==> config.mk <==
export PLATFORM = sky130hd
export DESIGN_NAME = fir_xifu_scoreboard
export DESIGN_NICKNAME = d
export VERILOG_FILES = /design/src/rtl/fir_xifu_pkg.sv /design/src/rtl/fir_xifu_sb_slot.sv /design/src/rtl/fir_xifu_scoreboard.sv
export SDC_FILE = /design/constraint.sdc
export NUM_CORES = 1
export LEC_CHECK = 0
export CORE_UTILIZATION = 58
export DETAILED_ROUTE_END_ITERATION = 8
export PLACE_DENSITY = 0.82
export RECOVER_POWER = 50
export SLEW_MARGIN = 20
export SYNTH_ARGS = -nofsm -noshare
export SYNTH_HDL_FRONTEND = slang
export SYNTH_SLANG_ARGS = --single-unit
==> constraint.sdc <==
create_clock -name clk_i -period 5.9 [get_ports clk_i]
set_input_delay 0.59 -clock clk_i [delete_from_list [all_inputs] [get_ports clk_i]]
set_output_delay 0.59 -clock clk_i [all_outputs]
set_load 0.01 [all_outputs]
==> src/rtl/fir_xifu_pkg.sv <==
// -----------------------------------------------------------------------------
// fir_xifu_pkg
// Shared types for the FIR XIFU issue scoreboard.
//   - fir_xifu_sb_state_e : per-slot lifecycle (FREE / ISSUED / COMMITTED)
//   - fir_xifu_sb_slot_t  : registered contents of one tracker slot
//   - fir_xifu_issue2sb_t : allocator/issue information fanned out to every slot
//   - fir_xifu_sb2issue_t : per-slot status returned to the allocator
// The struct field widths follow the package sizing below; the scoreboard
// parameters default to the same values and must be kept in step with them.
// -----------------------------------------------------------------------------
package fir_xifu_pkg;

    localparam int unsigned FIR_XIFU_NB_REGS     = 4;
    localparam int unsigned FIR_XIFU_ID_WIDTH    = 4;
    localparam int unsigned FIR_XIFU_MAX_INFLIGHT = 4;
    localparam int unsigned FIR_XIFU_RW          = $clog2(FIR_XIFU_NB_REGS);

    typedef logic [FIR_XIFU_ID_WIDTH-1:0] fir_xifu_id_t;
    typedef logic [FIR_XIFU_RW-1:0]       fir_xifu_reg_t;

    typedef enum logic [1:0] {
        SB_FREE      = 2'd0,
        SB_ISSUED    = 2'd1,
        SB_COMMITTED = 2'd2
    } fir_xifu_sb_state_e;

    typedef struct packed {
        fir_xifu_sb_state_e state;
        fir_xifu_id_t       id;
        fir_xifu_reg_t      rd;
        logic               rd_used;
    } fir_xifu_sb_slot_t;

    typedef struct packed {
        logic          alloc;    // this slot takes the offered instruction
        fir_xifu_id_t  id;       // offered id (all slots see it)
        fir_xifu_reg_t rd;
        logic          rd_used;
    } fir_xifu_issue2sb_t;

    typedef struct packed {
        logic          live;        // slot not FREE
        logic          wb_hit;      // writeback targets this slot this cycle
        logic          commit_hit;  // commit targets this slot this cycle
        logic          issue_hit;   // offered id equals this slot's id
        logic          free_nxt;    // FREE now or freed this cycle
        fir_xifu_reg_t rd;
        logic          rd_used;
    } fir_xifu_sb2issue_t;

endpackage

==> src/rtl/fir_xifu_sb_slot.sv <==
// -----------------------------------------------------------------------------
// fir_xifu_sb_slot
// One tracker slot of the FIR XIFU scoreboard: lifecycle FSM plus id match.
// Ports:
//   clk_i, rst_i     clock, synchronous active-high reset
//   clear_i          synchronous flush to FREE
//   issue_i          allocation strobe and offered instruction fields
//   commit_valid_i / commit_id_i / commit_kill_i   XIF commit interface
//   wb_valid_i / wb_id_i                           regfile writeback
//   sb_o             slot status towards the allocator
// -----------------------------------------------------------------------------
module fir_xifu_sb_slot
    import fir_xifu_pkg::*;
(
    input  logic               clk_i,
    input  logic               rst_i,
    input  logic               clear_i,
    input  fir_xifu_issue2sb_t issue_i,
    input  logic               commit_valid_i,
    input  fir_xifu_id_t       commit_id_i,
    input  logic               commit_kill_i,
    input  logic               wb_valid_i,
    input  fir_xifu_id_t       wb_id_i,
    output fir_xifu_sb2issue_t sb_o
);

    fir_xifu_sb_slot_t slot_q;

    logic live, wb_hit, commit_hit, kill_hit, free_now;

    always_comb begin
        live       = (slot_q.state != SB_FREE);
        wb_hit     = live & wb_valid_i & (wb_id_i == slot_q.id);
        commit_hit = live & commit_valid_i & (commit_id_i == slot_q.id);
        // A kill only retires an instruction that has not been committed yet.
        kill_hit   = commit_hit & commit_kill_i & (slot_q.state == SB_ISSUED);
        // wb and kill in the same cycle collapse into a single free.
        free_now   = wb_hit | kill_hit;
    end

    always_ff @(posedge clk_i) begin
        if (rst_i || clear_i) begin
            slot_q.state   <= SB_FREE;
            slot_q.id      <= '0;
            slot_q.rd      <= '0;
            slot_q.rd_used <= 1'b0;
        end else if (issue_i.alloc) begin
            // Only raised when the slot is FREE or being freed this cycle.
            slot_q.state   <= SB_ISSUED;
            slot_q.id      <= issue_i.id;
            slot_q.rd      <= issue_i.rd;
            slot_q.rd_used <= issue_i.rd_used;
        end else if (free_now) begin
            slot_q.state   <= SB_FREE;
        end else if (commit_hit && !commit_kill_i && slot_q.state == SB_ISSUED) begin
            slot_q.state   <= SB_COMMITTED;
        end
    end

    always_comb begin
        sb_o.live       = live;
        sb_o.wb_hit     = wb_hit;
        sb_o.commit_hit = commit_hit;
        sb_o.issue_hit  = live & (issue_i.id == slot_q.id);
        sb_o.free_nxt   = ~live | free_now;
        sb_o.rd         = slot_q.rd;
        sb_o.rd_used    = slot_q.rd_used;
    end

endmodule

==> src/rtl/fir_xifu_scoreboard.sv <==
// -----------------------------------------------------------------------------
// fir_xifu_scoreboard
// Issue scheduler for the FIR XIFU register file. Tracks every in-flight XIF
// instruction, gates issue_ready_o on RAW/WAW hazards and tracker capacity,
// and frees slots on writeback, commit-kill or clear.
// Ports:
//   clk_i, rst_i        clock, synchronous active-high reset
//   clear_i             flush all slots
//   issue_*_i           offered instruction (id, rs1, rs2, rd, use bits)
//   issue_ready_o       instruction may be accepted this cycle
//   commit_*_i          XIF commit strobe / id / kill
//   wb_valid_i, wb_id_i XIFU regfile write done
//   busy_o              per-register pending-write mask
//   inflight_o, empty_o occupied slot count, no slot occupied
// Build option: FIR_XIFU_SCOREBOARD_BYPASS_EN lets a same-cycle writeback
// remove its slot's hazard and capacity contribution (0-bubble dependent issue).
// -----------------------------------------------------------------------------
module fir_xifu_scoreboard
    import fir_xifu_pkg::*;
#(
    parameter int unsigned NB_REGS      = FIR_XIFU_NB_REGS,
    parameter int unsigned ID_WIDTH     = FIR_XIFU_ID_WIDTH,
    parameter int unsigned MAX_INFLIGHT = FIR_XIFU_MAX_INFLIGHT,
    localparam int unsigned RW          = $clog2(NB_REGS),
    localparam int unsigned CW          = $clog2(MAX_INFLIGHT + 1)
) (
    input  logic                clk_i,
    input  logic                rst_i,
    input  logic                clear_i,
    input  logic                issue_valid_i,
    input  logic [ID_WIDTH-1:0] issue_id_i,
    input  logic [RW-1:0]       issue_rs1_i,
    input  logic [RW-1:0]       issue_rs2_i,
    input  logic [RW-1:0]       issue_rd_i,
    input  logic [2:0]          issue_use_i,
    output logic                issue_ready_o,
    input  logic                commit_valid_i,
    input  logic [ID_WIDTH-1:0] commit_id_i,
    input  logic                commit_kill_i,
    input  logic                wb_valid_i,
    input  logic [ID_WIDTH-1:0] wb_id_i,
    output logic [NB_REGS-1:0]  busy_o,
    output logic [CW-1:0]       inflight_o,
    output logic                empty_o
);

`ifdef FIR_XIFU_SCOREBOARD_BYPASS_EN
    localparam logic BYPASS = 1'b1;
`else
    localparam logic BYPASS = 1'b0;
`endif

    fir_xifu_sb2issue_t sb    [MAX_INFLIGHT];
    fir_xifu_issue2sb_t to_sb [MAX_INFLIGHT];

    logic [NB_REGS-1:0] busy_reg, busy_haz;
    logic [CW-1:0]      cnt_reg, cnt_haz;
    logic               full, ready, accept, found;

    // Busy mask and occupancy: registered view for the outputs, and the
    // hazard view that may additionally drop a slot being written back.
    always_comb begin
        busy_reg = '0;
        busy_haz = '0;
        cnt_reg  = '0;
        cnt_haz  = '0;
        for (int unsigned i = 0; i < MAX_INFLIGHT; i++) begin
            if (sb[i].live) begin
                cnt_reg = cnt_reg + CW'(1);
                if (sb[i].rd_used) busy_reg[sb[i].rd] = 1'b1;
                if (!(BYPASS && sb[i].wb_hit)) begin
                    cnt_haz = cnt_haz + CW'(1);
                    if (sb[i].rd_used) busy_haz[sb[i].rd] = 1'b1;
                end
            end
        end
    end

    always_comb begin
        full   = (cnt_haz == CW'(MAX_INFLIGHT));
        ready  = !rst_i && !clear_i && !full
                 && !(issue_use_i[0] && busy_haz[issue_rs1_i])
                 && !(issue_use_i[1] && busy_haz[issue_rs2_i])
                 && !(issue_use_i[2] && busy_haz[issue_rd_i]);
        accept = issue_valid_i && ready;
    end

    // Lowest-index slot that is free after this cycle's frees takes the instr.
    always_comb begin
        found = 1'b0;
        for (int unsigned i = 0; i < MAX_INFLIGHT; i++) begin
            to_sb[i].alloc   = accept && !found && sb[i].free_nxt;
            to_sb[i].id      = fir_xifu_id_t'(issue_id_i);
            to_sb[i].rd      = fir_xifu_reg_t'(issue_rd_i);
            to_sb[i].rd_used = issue_use_i[2];
            found            = found | sb[i].free_nxt;
        end
    end

    for (genvar g = 0; g < MAX_INFLIGHT; g++) begin : g_slot
        fir_xifu_sb_slot u_slot (
            .clk_i          (clk_i),
            .rst_i          (rst_i),
            .clear_i        (clear_i),
            .issue_i        (to_sb[g]),
            .commit_valid_i (commit_valid_i),
            .commit_id_i    (fir_xifu_id_t'(commit_id_i)),
            .commit_kill_i  (commit_kill_i),
            .wb_valid_i     (wb_valid_i),
            .wb_id_i        (fir_xifu_id_t'(wb_id_i)),
            .sb_o           (sb[g])
        );
    end

    assign issue_ready_o = ready;
    assign busy_o        = busy_reg;
    assign inflight_o    = cnt_reg;
    assign empty_o       = (cnt_reg == '0);

`ifndef SYNTHESIS
    logic any_wb_hit, any_commit_hit, any_issue_hit;

    always_comb begin
        any_wb_hit     = 1'b0;
        any_commit_hit = 1'b0;
        any_issue_hit  = 1'b0;
        for (int unsigned i = 0; i < MAX_INFLIGHT; i++) begin
            any_wb_hit     = any_wb_hit     | sb[i].wb_hit;
            any_commit_hit = any_commit_hit | sb[i].commit_hit;
            any_issue_hit  = any_issue_hit  | sb[i].issue_hit;
        end
    end

    a_wb_known:     assert property (@(posedge clk_i) disable iff (rst_i)
                                     wb_valid_i |-> any_wb_hit);
    a_commit_known: assert property (@(posedge clk_i) disable iff (rst_i)
                                     commit_valid_i |-> any_commit_hit);
    a_issue_unique: assert property (@(posedge clk_i) disable iff (rst_i)
                                     accept |-> !any_issue_hit);
`endif

endmodule

==> results of run 1 <==
-- worst max-delay path, delay by kind of cell (launching register included) --
family / cells / cell delay, ns
flip-flops: 1 / 0.36
XOR/XNOR: 1 / 0.20
adder cells (fa/ha/maj): 2 / 0.70
AO/OA/AOI/OAI: 2 / 0.58
AND/OR/NAND/NOR: 4 / 0.88
buffers and inverters: 1 / 0.53
-- power by group through the flow --
| stage | clock network [mW] | registers [mW] | logic (mW) |
|---|---|---|---|
| floorplan | 0 | 0.250 | 0.0300 |
| finish | 0.181 | 0.244 | 0.0613 |
| detailed placement | 0 | 0.250 | 0.0607 |
| global route | 0.194 | 0.244 | 0.0656 |
| CTS | 0.180 | 0.244 | 0.0610 |
| global placement | 0 | 0.250 | 0.0603 |
-- final cells by class --
type | instances | area [sq um]
tap | 50 | 62.6
multi-input combinational | 237 | 1530
inverter | 9 | 33.8
clock buffer | 5 | 68.8
fill | 351 | 1210
sequential | 36 | 721
timing repair buffer | 36 | 360
clock inverter | 3 | 18.8
-- metal layers --
metal  share of wire  vias up  track usage
li1                -     1167            -
met1            0.43     1159        0.434
met2            0.46      122        0.528
met3           0.081       25       0.0719
met4           0.027        0        0.138
met5               0        -            0
-- kinds of logic after synthesis --
group                      Yosys count
AOI/OAI and AO/OA                   95
xor gates and xnor gates            35
adders and majority gates            3
buffers and inverters               26
DFF                                 36
muxes                                2
and+or+nand+nor                    102
-- registers in the layout, indices dropped and copies added, names as in the netlist --
name	cells
g_slot.u_slot.sb_o	12
g_slot.u_slot.slot_q	24
-- metrics by stage --
stage	total power, mW	std cells	utilization	setup slack [ns]
floorplan	0.280	299	-	2.92
global placement	0.310	368	0.682	2.16
detailed placement	0.311	368	0.682	2.14
CTS	0.485	376	0.703	1.79
global route	0.504	376	0.698	1.50
finish	0.486	376	0.698	1.76
-- worst paths after layout --
path | to | slack (ns) | cells after the start
setup / recovery | issue_ready_o | 1.76 | 10
hold / removal | g_slot[1].u_slot.sb_o[0]$_SDFFE_PP0P_ | 0.51 | 2
setup reg to reg | g_slot[2].u_slot.sb_o[0]$_SDFFE_PP0P_ | 2.35 | 7
hold reg to reg | g_slot[1].u_slot.sb_o[0]$_SDFFE_PP0P_ | 0.51 | 2
-- layout by cell type, fill, tap and decap left out, drive strengths merged, types with 3 or more instances in the layout --
cell and count:
a21oi 36, and4 5, clkbuf 5, clkdlybuf4s50 28
clkinv 3, dfxtp 36, dlygate4sd3 8, ha 3
inv 9, nand2 17, nand2b 3, nand3 28
nand4 9, nor2 11, nor3 7, nor4 6
o211a 4, o211ai 6, o21ai 24, o31ai 7
or2 6, xnor2 17, xor2 18
==> results.tsv, run 1 <==
metric	value	unit
Cell variety after synth	55	
Finish-stage setup viols	0	
largest family of logic cells by synthesized area	compound AO/OA/AOI/OAI gates	
Final HPWL DP	5050	um
syn avg cell area	8.06	sq um
TritonRoute pass-1 iters	5	
TNS Setup	0	ns
crit path cell chain	or2_2 > ha_1 > xor2_1 > ha_1 > nor2_1 > a221o_1 > a31oi_1 > and3b_1 > and3_1 > clkdlybuf4s50_1	
syn nets	330	
critical path startpoint category	register	
post-synthesis cell area	2410	sq um
fin crit share	0.702	
CTS tree	done	
sequential fraction of design power	0.503	
largest net degree at the start of global routing	32	
Synth top area share	0.299	
Yosys top cell by area	dfxtp_1	
sequential area share after synthesis	0.299	
post-route cell area	2790	sq um
post_cts resized	0	
Core ar.	4000	sq um
die height	66.5	um
H-Tree Depth	2	
Worst EP arrival	3.55	ns
Clock Latency Late Sink	0.30	ns
Clock Path Buffers	2	
gpl congestion	0.909	
critical hold path startpoint	g_slot[1].u_slot.sb_o[0]$_SDFFE_PP0P_	
initial antenna violation count	0	
launch point of the worst path	g_slot[1].u_slot.slot_q[7]$_SDFFE_PP0P_	
Slowest cell on crit path	clkdlybuf4s50_1	
RSZ-0062 raised after global routing	false	
area share of and/or/nand/nor cells after synthesis	0.242	
Via density	6.58	
Synth Area in Compound Gates	0.249	
XOR/XNOR Fraction of Synth Area	0.127	
vias	2473	
Hold Vio Cnt, Final	0	
GR Util All Layers	0.333	
reg2reg start	g_slot[0].u_slot.slot_q[7]$_SDFFE_PP0P_	
CP max stage delay	0.53	ns
cell mode on critical path	ha_1	
Post-Synthesis Cells	299	
total wire length	6750	um
Max VDD drop	143	uV
drt wl/cell	18.0	um
synth top area cells	dfxtp_1, a21oi_1, xor2_1	
Net Sw Power	0.131	mW
die span in x	66.5	um
Yosys Warn Count	0	
Post-synth EDFFs	0	
initial core utilization	0.603	
Rows	23	
share of cells above drive strength 1	0.0644	
Clock Skews	0.00742	ns
CP endpoint kind	output port	
#FFs+latches synth	36	
first-pass GRT wire length	11000	um
top_reg_cell synth	dfxtp_1	
vias in the first global route	2312	
Highest Clock Rate	242	MHz
combinational group share of total power	0.126	
Hold Slack	0.506	ns
status	finished with violations	
total gr overflow	0	
Post-Synth Adder-Cell Area	0.0156	
Nets	356	
clock group share of total power	0.371	
Sw Ratio	0.270	
Die ar.	4420	sq um
area grow syn2layout	15.8	%
most instantiated cells after synthesis	a21oi_1, dfxtp_1, nand3_1	
Pwr Density	174	nW/um^2
DRT antenna net count	0	
Num CTS Buffers	5	
Least-Margin Pin Slew	1.63	ns
Max-Cap Viols	1	
failing checks	capacitance limit, slew limit	
Rel. slew slack	-0.0927	
Hold/Removal Path Class	reg2reg	
WS Path Type	reg2out	
Worst EP required	5.31	ns
Pint	0.355	mW
DRC	0	
Initial DRC Count	233	
IO Count	37	
Placed Area	2730	sq um
Post-CTS Repair Setup Buffers	0	
multiplexer share of the synthesized area	0.00934	
Lkg Pwr	1.00	nW
max-slew violation total from the final report	17	
ANT cells	0	
CP Max Fanout	5	
Post-synth ARST share	0	
CTS sink cnt	36	
Buffers on Ports	36	
min cycle time layout	4.14	ns
# hold bufs at CTS	0	
root buffer cell	clkbuf_8	
Worst-path clk slew	0.08	ns
Note: power is estimated with default switching activity, not from simulation.
==> inputs of run 2 (changes only) <==
- CORE_UTILIZATION: 58 -> 49
- PLACE_DENSITY: 0.82 -> 0.73
- clock period: 5.9 -> 3.6 ns (I/O delays scaled with it)
==> results.tsv, run 2 (synthesis results as in run 1) <==
metric	value	unit	change
met2 GRT Util	0.413		was 0.528
ANT cells	0		unchanged
TNS Setup	0	ns	unchanged
reg2reg start	g_slot[1].u_slot.slot_q[7]$_SDFFE_PP0P_		was g_slot[0].u_slot.slot_q[7]$_SDFFE_PP0P_
Max VDD drop	138	uV	was 143 uV
root buffer cell	clkbuf_8		unchanged
placed cells	393		was 368
min cycle time layout	3.37	ns	
Nets	365		was 356
Rows	25		was 23
initial core utilization	0.510		was 0.603
Worst EP arrival	3.01	ns	was 3.55 ns
status	completed		was finished with violations
global routing's busiest layer	met2		unchanged
DRC	0		unchanged
RSZ-0062 raised after global routing	false		unchanged
total wire length	6790	um	was 6750 um
# hold bufs at CTS	0		unchanged
Worst EP required	3.24	ns	was 5.31 ns
Rel. slew slack	0.377		was -0.0927
area grow syn2layout	20.2	%	was 15.8%
met3 usage	0.0528		was 0.0719
Largest register FFs	24		unchanged
fin crit share	0.937		
CTS tree	done		unchanged
total gr overflow	0		unchanged
vias	2415		was 2473
R2R Path End	g_slot[1].u_slot.sb_o[1]$_SDFFE_PP0P_		was g_slot[2].u_slot.sb_o[0]$_SDFFE_PP0P_
Hold/Removal Path Class	reg2reg		unchanged
die height	72.1	um	was 66.5 um
GR Util All Layers	0.270		was 0.333
Buffers on Ports	36		unchanged
Num CTS Buffers	5		unchanged
Hold Slack	0.502	ns	was 0.506 ns
vias in the first global route	2161		was 2312
Least-Margin Pin Slew	0.932	ns	was 1.63 ns
Largest Register	g_slot.u_slot.slot_q		unchanged
Clock Skews	0.00532	ns	was 0.00742 ns
largest net degree at the start of global routing	31		was 32
Initial DRC Count	212		was 233
Clock Path Buffers	2		unchanged
Core ar.	4720	sq um	was 4000 sq um
Final HPWL DP	5110	um	was 5050 um
Lkg Pwr	1.04	nW	was 1.00 nW
IO Count	37		unchanged
Cell Count, Final, Fillers Out	402		was 376
CP endpoint kind	output port		unchanged
CP Max Fanout	5		unchanged
Pwr Density	274	nW/um^2	was 174 nW/um^2
WS Path Type	reg2out		unchanged
gpl congestion	0.894		was 0.909
die span in x	72.1	um	was 66.5 um
first-pass GRT wire length	10800	um	was 11000 um
drt wl/cell	16.9	um	was 18.0 um
Filler cells	435		was 351
Max-Cap Viols	0		was 1
Clock Latency Late Sink	0.29	ns	was 0.30 ns
Highest Clock Rate	296	MHz	
met1 usage	0.385		was 0.434
setup ws final	0.225	ns	was 1.76 ns
total power draw	0.796	mW	was 0.486 mW
H-Tree Depth	2		unchanged
commonest cells after routing, fill and taps aside	a21oi_1, dfxtp_1, nand3_1, clkdlybuf4s50_1, o21ai_0		unchanged
Via density	6.01		was 6.58
initial antenna violation count	0		unchanged
share of cells above drive strength 1	0.0985		was 0.0644
Finish-stage setup viols	0		unchanged
DRT antenna net count	0		unchanged
Hold Vio Cnt, Final	0		unchanged
R2R cell count	12		was 7
Die ar.	5200	sq um	was 4420 sq um
Worst-path clk slew	0.08	ns	about the same
WHS Endpoint	g_slot[3].u_slot.sb_o[0]$_SDFFE_PP0P_		was g_slot[1].u_slot.sb_o[0]$_SDFFE_PP0P_
CTS sink cnt	36		unchanged
TritonRoute pass-1 iters	4		was 5
critical path startpoint category	register		unchanged
setup slack, reg-to-reg	0.29	ns	was 2.35 ns
Setup WS pre-CTS	0.146	ns	was 2.14 ns
critical hold path startpoint	g_slot[3].u_slot.sb_o[0]$_SDFFE_PP0P_		was g_slot[1].u_slot.sb_o[0]$_SDFFE_PP0P_
hold-critical path depth	2		unchanged
max-slew violation total from the final report	0		was 17
==> run 2: changes by cell type in the layout (fill, tap and decap cells not counted), sizes merged <==
| cell | previous run | this run |
|---|---|---|
| dlygate4sd2 | 0 | 1 |
| clkbuf | 5 | 7 |
| buf | 0 | 7 |
| dlygate4sd3 | 8 | 7 |
==> run 2: critical path: stages (launching register included) <==
cell           delay (ns)
dfxtp_1              0.35
or2_2                0.36
ha_4                 0.25
xor2_2               0.19
ha_1                 0.34
nor2_1               0.06
a221o_1              0.30
a31oi_1              0.21
and3b_2              0.23
and3_1               0.16
dlygate4sd2_1        0.27
==> run 2: timing repair <==
item / in CTS / in global routing
setup endpoints to repair: 1 / 0
endpoints found under the hold margin: 0 / 0
buffers inserted: 1 / 0
gates resized for setup: 5 / 0
==> run 2: area by class of cell <==
class / count / area (sq um) / share of cell area
clock buffers: 5 / 68.8 / 0.0237
clock inverters: 3 / 18.8 / 0.00647
inverters: 9 / 33.8 / 0.0117
multi-input cells: 237 / 1550 / 0.536
flip-flops and latches: 36 / 721 / 0.249
well taps: 67 / 83.8 / 0.0289
repair buffers: 45 / 420 / 0.145
==> run 2: how the worst max path moves through the flow <==
stage / cells past startpoint / slack (ns) / to / startpoint
floorplan: 12 / 0.66 / g_slot[1].u_slot.slot_q[4]$_SDFFE_PP0P_ / g_slot[0].u_slot.slot_q[7]$_SDFFE_PP0P_
global placement: 10 / 0.22 / issue_ready_o / g_slot[0].u_slot.slot_q[8]$_SDFFE_PP0P_
detailed placement: 9 / 0.15 / issue_ready_o / g_slot[1].u_slot.slot_q[7]$_SDFFE_PP0P_
CTS: 9 / 0.25 / issue_ready_o / g_slot[1].u_slot.slot_q[7]$_SDFFE_PP0P_
global route: 12 / 0.07 / g_slot[1].u_slot.slot_q[5]$_SDFFE_PP0P_ / g_slot[1].u_slot.slot_q[7]$_SDFFE_PP0P_
finish: 10 / 0.23 / issue_ready_o / g_slot[1].u_slot.slot_q[7]$_SDFFE_PP0P_
==> run 2: power breakdown <==
part	switching (mW)	total, mW	internal, mW	leakage, nW
Clock	0.153	0.288	0.135	0.0479
Sequential	0.00129	0.400	0.399	0.290
Combinational	0.0551	0.108	0.0527	0.704
==> run 2: per-layer routing <==
layer  up-vias  part of all wire
met5         -                 0
met1      1145              0.45
met4         0             0.012
met3         8             0.078
met2        85              0.46
li1       1177                 -
==> run 2: per-stage QoR <==
step | utilization | instance area, sq um
floorplan | - | 2410
detailed placement | 0.594 | 2810
global placement | 0.594 | 2810
finish | 0.614 | 2900
global route | 0.614 | 2900
CTS | 0.619 | 2920
==> inputs of run 3 (changes only) <==
- CORE_MARGIN: unset -> 10
==> results.tsv, run 3 (synthesis results as in run 1) <==
metric	value	unit	change
status	completed		unchanged
Nets	365		unchanged
Worst EP arrival	3.03	ns	was 3.01 ns
Hold Slack	0.497	ns	was 0.502 ns
DRT antenna net count	0		unchanged
Buffers on Ports	36		unchanged
Lkg Pwr	1.05	nW	was 1.04 nW
Final HPWL DP	5570	um	was 5110 um
Clock Skews	0.0117	ns	was 0.00532 ns
vias in the first global route	2294		was 2161
drt wl/cell	18.2	um	was 16.9 um
Finish-stage setup viols	0		unchanged
first-pass GRT wire length	11800	um	was 10800 um
Largest Register	g_slot.u_slot.slot_q		unchanged
Die ar.	8130	sq um	was 5200 sq um
Least-Margin Pin Slew	0.955	ns	was 0.932 ns
combinational group share of total power	0.124		was 0.136
total wire length	7320	um	was 6790 um
Hold Vio Cnt, Final	0		unchanged
H-Tree Depth	2		unchanged
WS Path Type	reg2out		unchanged
Highest Clock Rate	295	MHz	was 296 MHz
Core Util, Final	0.613		was 0.614
Clock Latency Late Sink	0.29	ns	about the same
RSZ-0062 raised after global routing	false		unchanged
Pwr Density	296	nW/um^2	was 274 nW/um^2
Pint	0.657	mW	was 0.587 mW
initial core utilization	0.507		was 0.510
min cycle time layout	3.39	ns	was 3.37 ns
Setup WS pre-CTS	0.161	ns	was 0.146 ns
setup ws final	0.206	ns	was 0.225 ns
Largest register FFs	24		unchanged
IO Count	37		unchanged
ANT cells	0		unchanged
largest net degree at the start of global routing	31		unchanged
Net Sw Power	0.207	mW	was 0.209 mW
vias	2454		was 2415
setup slack, reg-to-reg	0.36	ns	was 0.29 ns
Core ar.	4750	sq um	was 4720 sq um
initial antenna violation count	0		unchanged
Initial DRC Count	239		was 212
root buffer cell	clkbuf_8		unchanged
gpl congestion	0.938		was 0.894
Max-Cap Viols	0		unchanged
Rows	25		unchanged
Sw Ratio	0.240		was 0.263
TritonRoute pass-1 iters	4		unchanged
CTS tree	done		unchanged
Max VDD drop	165	uV	was 138 uV
commonest cells after routing, fill and taps aside	a21oi_1, dfxtp_1, nand3_1		was a21oi_1, dfxtp_1, nand3_1, clkdlybuf4s50_1, o21ai_0
Worst-path clk slew	0.08	ns	about the same
total power draw	0.864	mW	was 0.796 mW
share of cells above drive strength 1	0.0925		was 0.0985
CP Max Fanout	5		unchanged
Rel. slew slack	0.362		was 0.377
Filler cells	458		was 435
Via density	6.10		was 6.01
total gr overflow	0		unchanged
TNS Setup	0	ns	unchanged
Worst EP required	3.24	ns	about the same
max-slew violation total from the final report	0		unchanged
CTS sink cnt	36		unchanged
fin crit share	0.943		was 0.937
clock group share of total power	0.412		was 0.361
critical path startpoint category	register		unchanged
Hold/Removal Path Class	reg2reg		unchanged
Clock Path Buffers	2		unchanged
Num CTS Buffers	5		unchanged
sequential fraction of design power	0.464		was 0.503
die height	90.1	um	was 72.1 um
DRC	0		unchanged
CP endpoint kind	output port		unchanged
die span in x	90.1	um	was 72.1 um
GR Util All Layers	0.174		was 0.270
area grow syn2layout	20.9	%	was 20.2%
==> run 3: cell types whose count changed in the layout (fill, tap and decap cells not counted), sizes merged <==
cell	previous run	this run
bufinv	0	1
clkbuf	7	8
clkdlybuf4s50	28	27
clkinv	3	1
dlygate4sd3	7	8
==> run 3: what timing repair did <==
action                     4_1_cts  5_1_grt
buffers inserted                 0        0
hold buffers                     0        0
gates resized for setup          2        2
hold endpoints to repair         0        0
setup endpoints to repair        1        2
==> run 3: through the flow <==
step           area (sq um)  cells
2_1_floorplan          2410    299
3_3_place_gp           2820    394
3_5_place_dp           2820    394
4_1_cts                2920    402
5_1_grt                2920    402
6_report               2920    402
==> run 3: power groups by stage <==
stage	sequential (mW)	clock, mW	combinational, mW
finish	0.401	0.356	0.107
CTS	0.401	0.359	0.108
global route	0.401	0.380	0.114
floorplan	0.409	0	0.0492
global placement	0.410	0	0.107
detailed placement	0.410	0	0.107
==> run 3: final timing paths <==
path,start,to,cells past startpoint
max,g_slot[1].u_slot.slot_q[7]$_SDFFE_PP0P_,issue_ready_o,9
min,g_slot[3].u_slot.sb_o[0]$_SDFFE_PP0P_,g_slot[3].u_slot.sb_o[0]$_SDFFE_PP0P_,2
max reg2reg,g_slot[0].u_slot.slot_q[7]$_SDFFE_PP0P_,g_slot[1].u_slot.slot_q[6]$_SDFFE_PP0P_,11
min reg2reg,g_slot[3].u_slot.sb_o[0]$_SDFFE_PP0P_,g_slot[3].u_slot.sb_o[0]$_SDFFE_PP0P_,2
==> run 3: metal layers <==
| layer | share of wire | wire, um | GRT usage | up-vias |
|---|---|---|---|---|
| met5 | 0 | 0 | 0 | - |
| met2 | 0.47 | 3450 | 0.276 | 86 |
| met4 | 0.011 | 80 | 0.0398 | 0 |
| met3 | 0.068 | 500 | 0.0366 | 10 |
| met1 | 0.45 | 3290 | 0.235 | 1177 |
| li1 | - | - | - | 1181 |
==> run 3: final cells by class <==
class                   count  area (sq um)  area share
multi-input cells         237          1550       0.531
well taps                  67          83.8      0.0288
flip-flops and latches     36           721       0.247
clock inverters             2          35.0      0.0120
inverters                   9          33.8      0.0116
repair buffers             45           420       0.144
clock buffers               6          72.6      0.0249
==> run 3: critical path, cell delays in order, from the launching register on <==
cell	delay, ns
dfxtp_1	0.34
or2_2	0.36
ha_4	0.31
xor2_1	0.23
ha_1	0.30
o311ai_1	0.34
a31oi_1	0.16
and3b_1	0.23
and3_1	0.18
dlygate4sd2_1	0.28
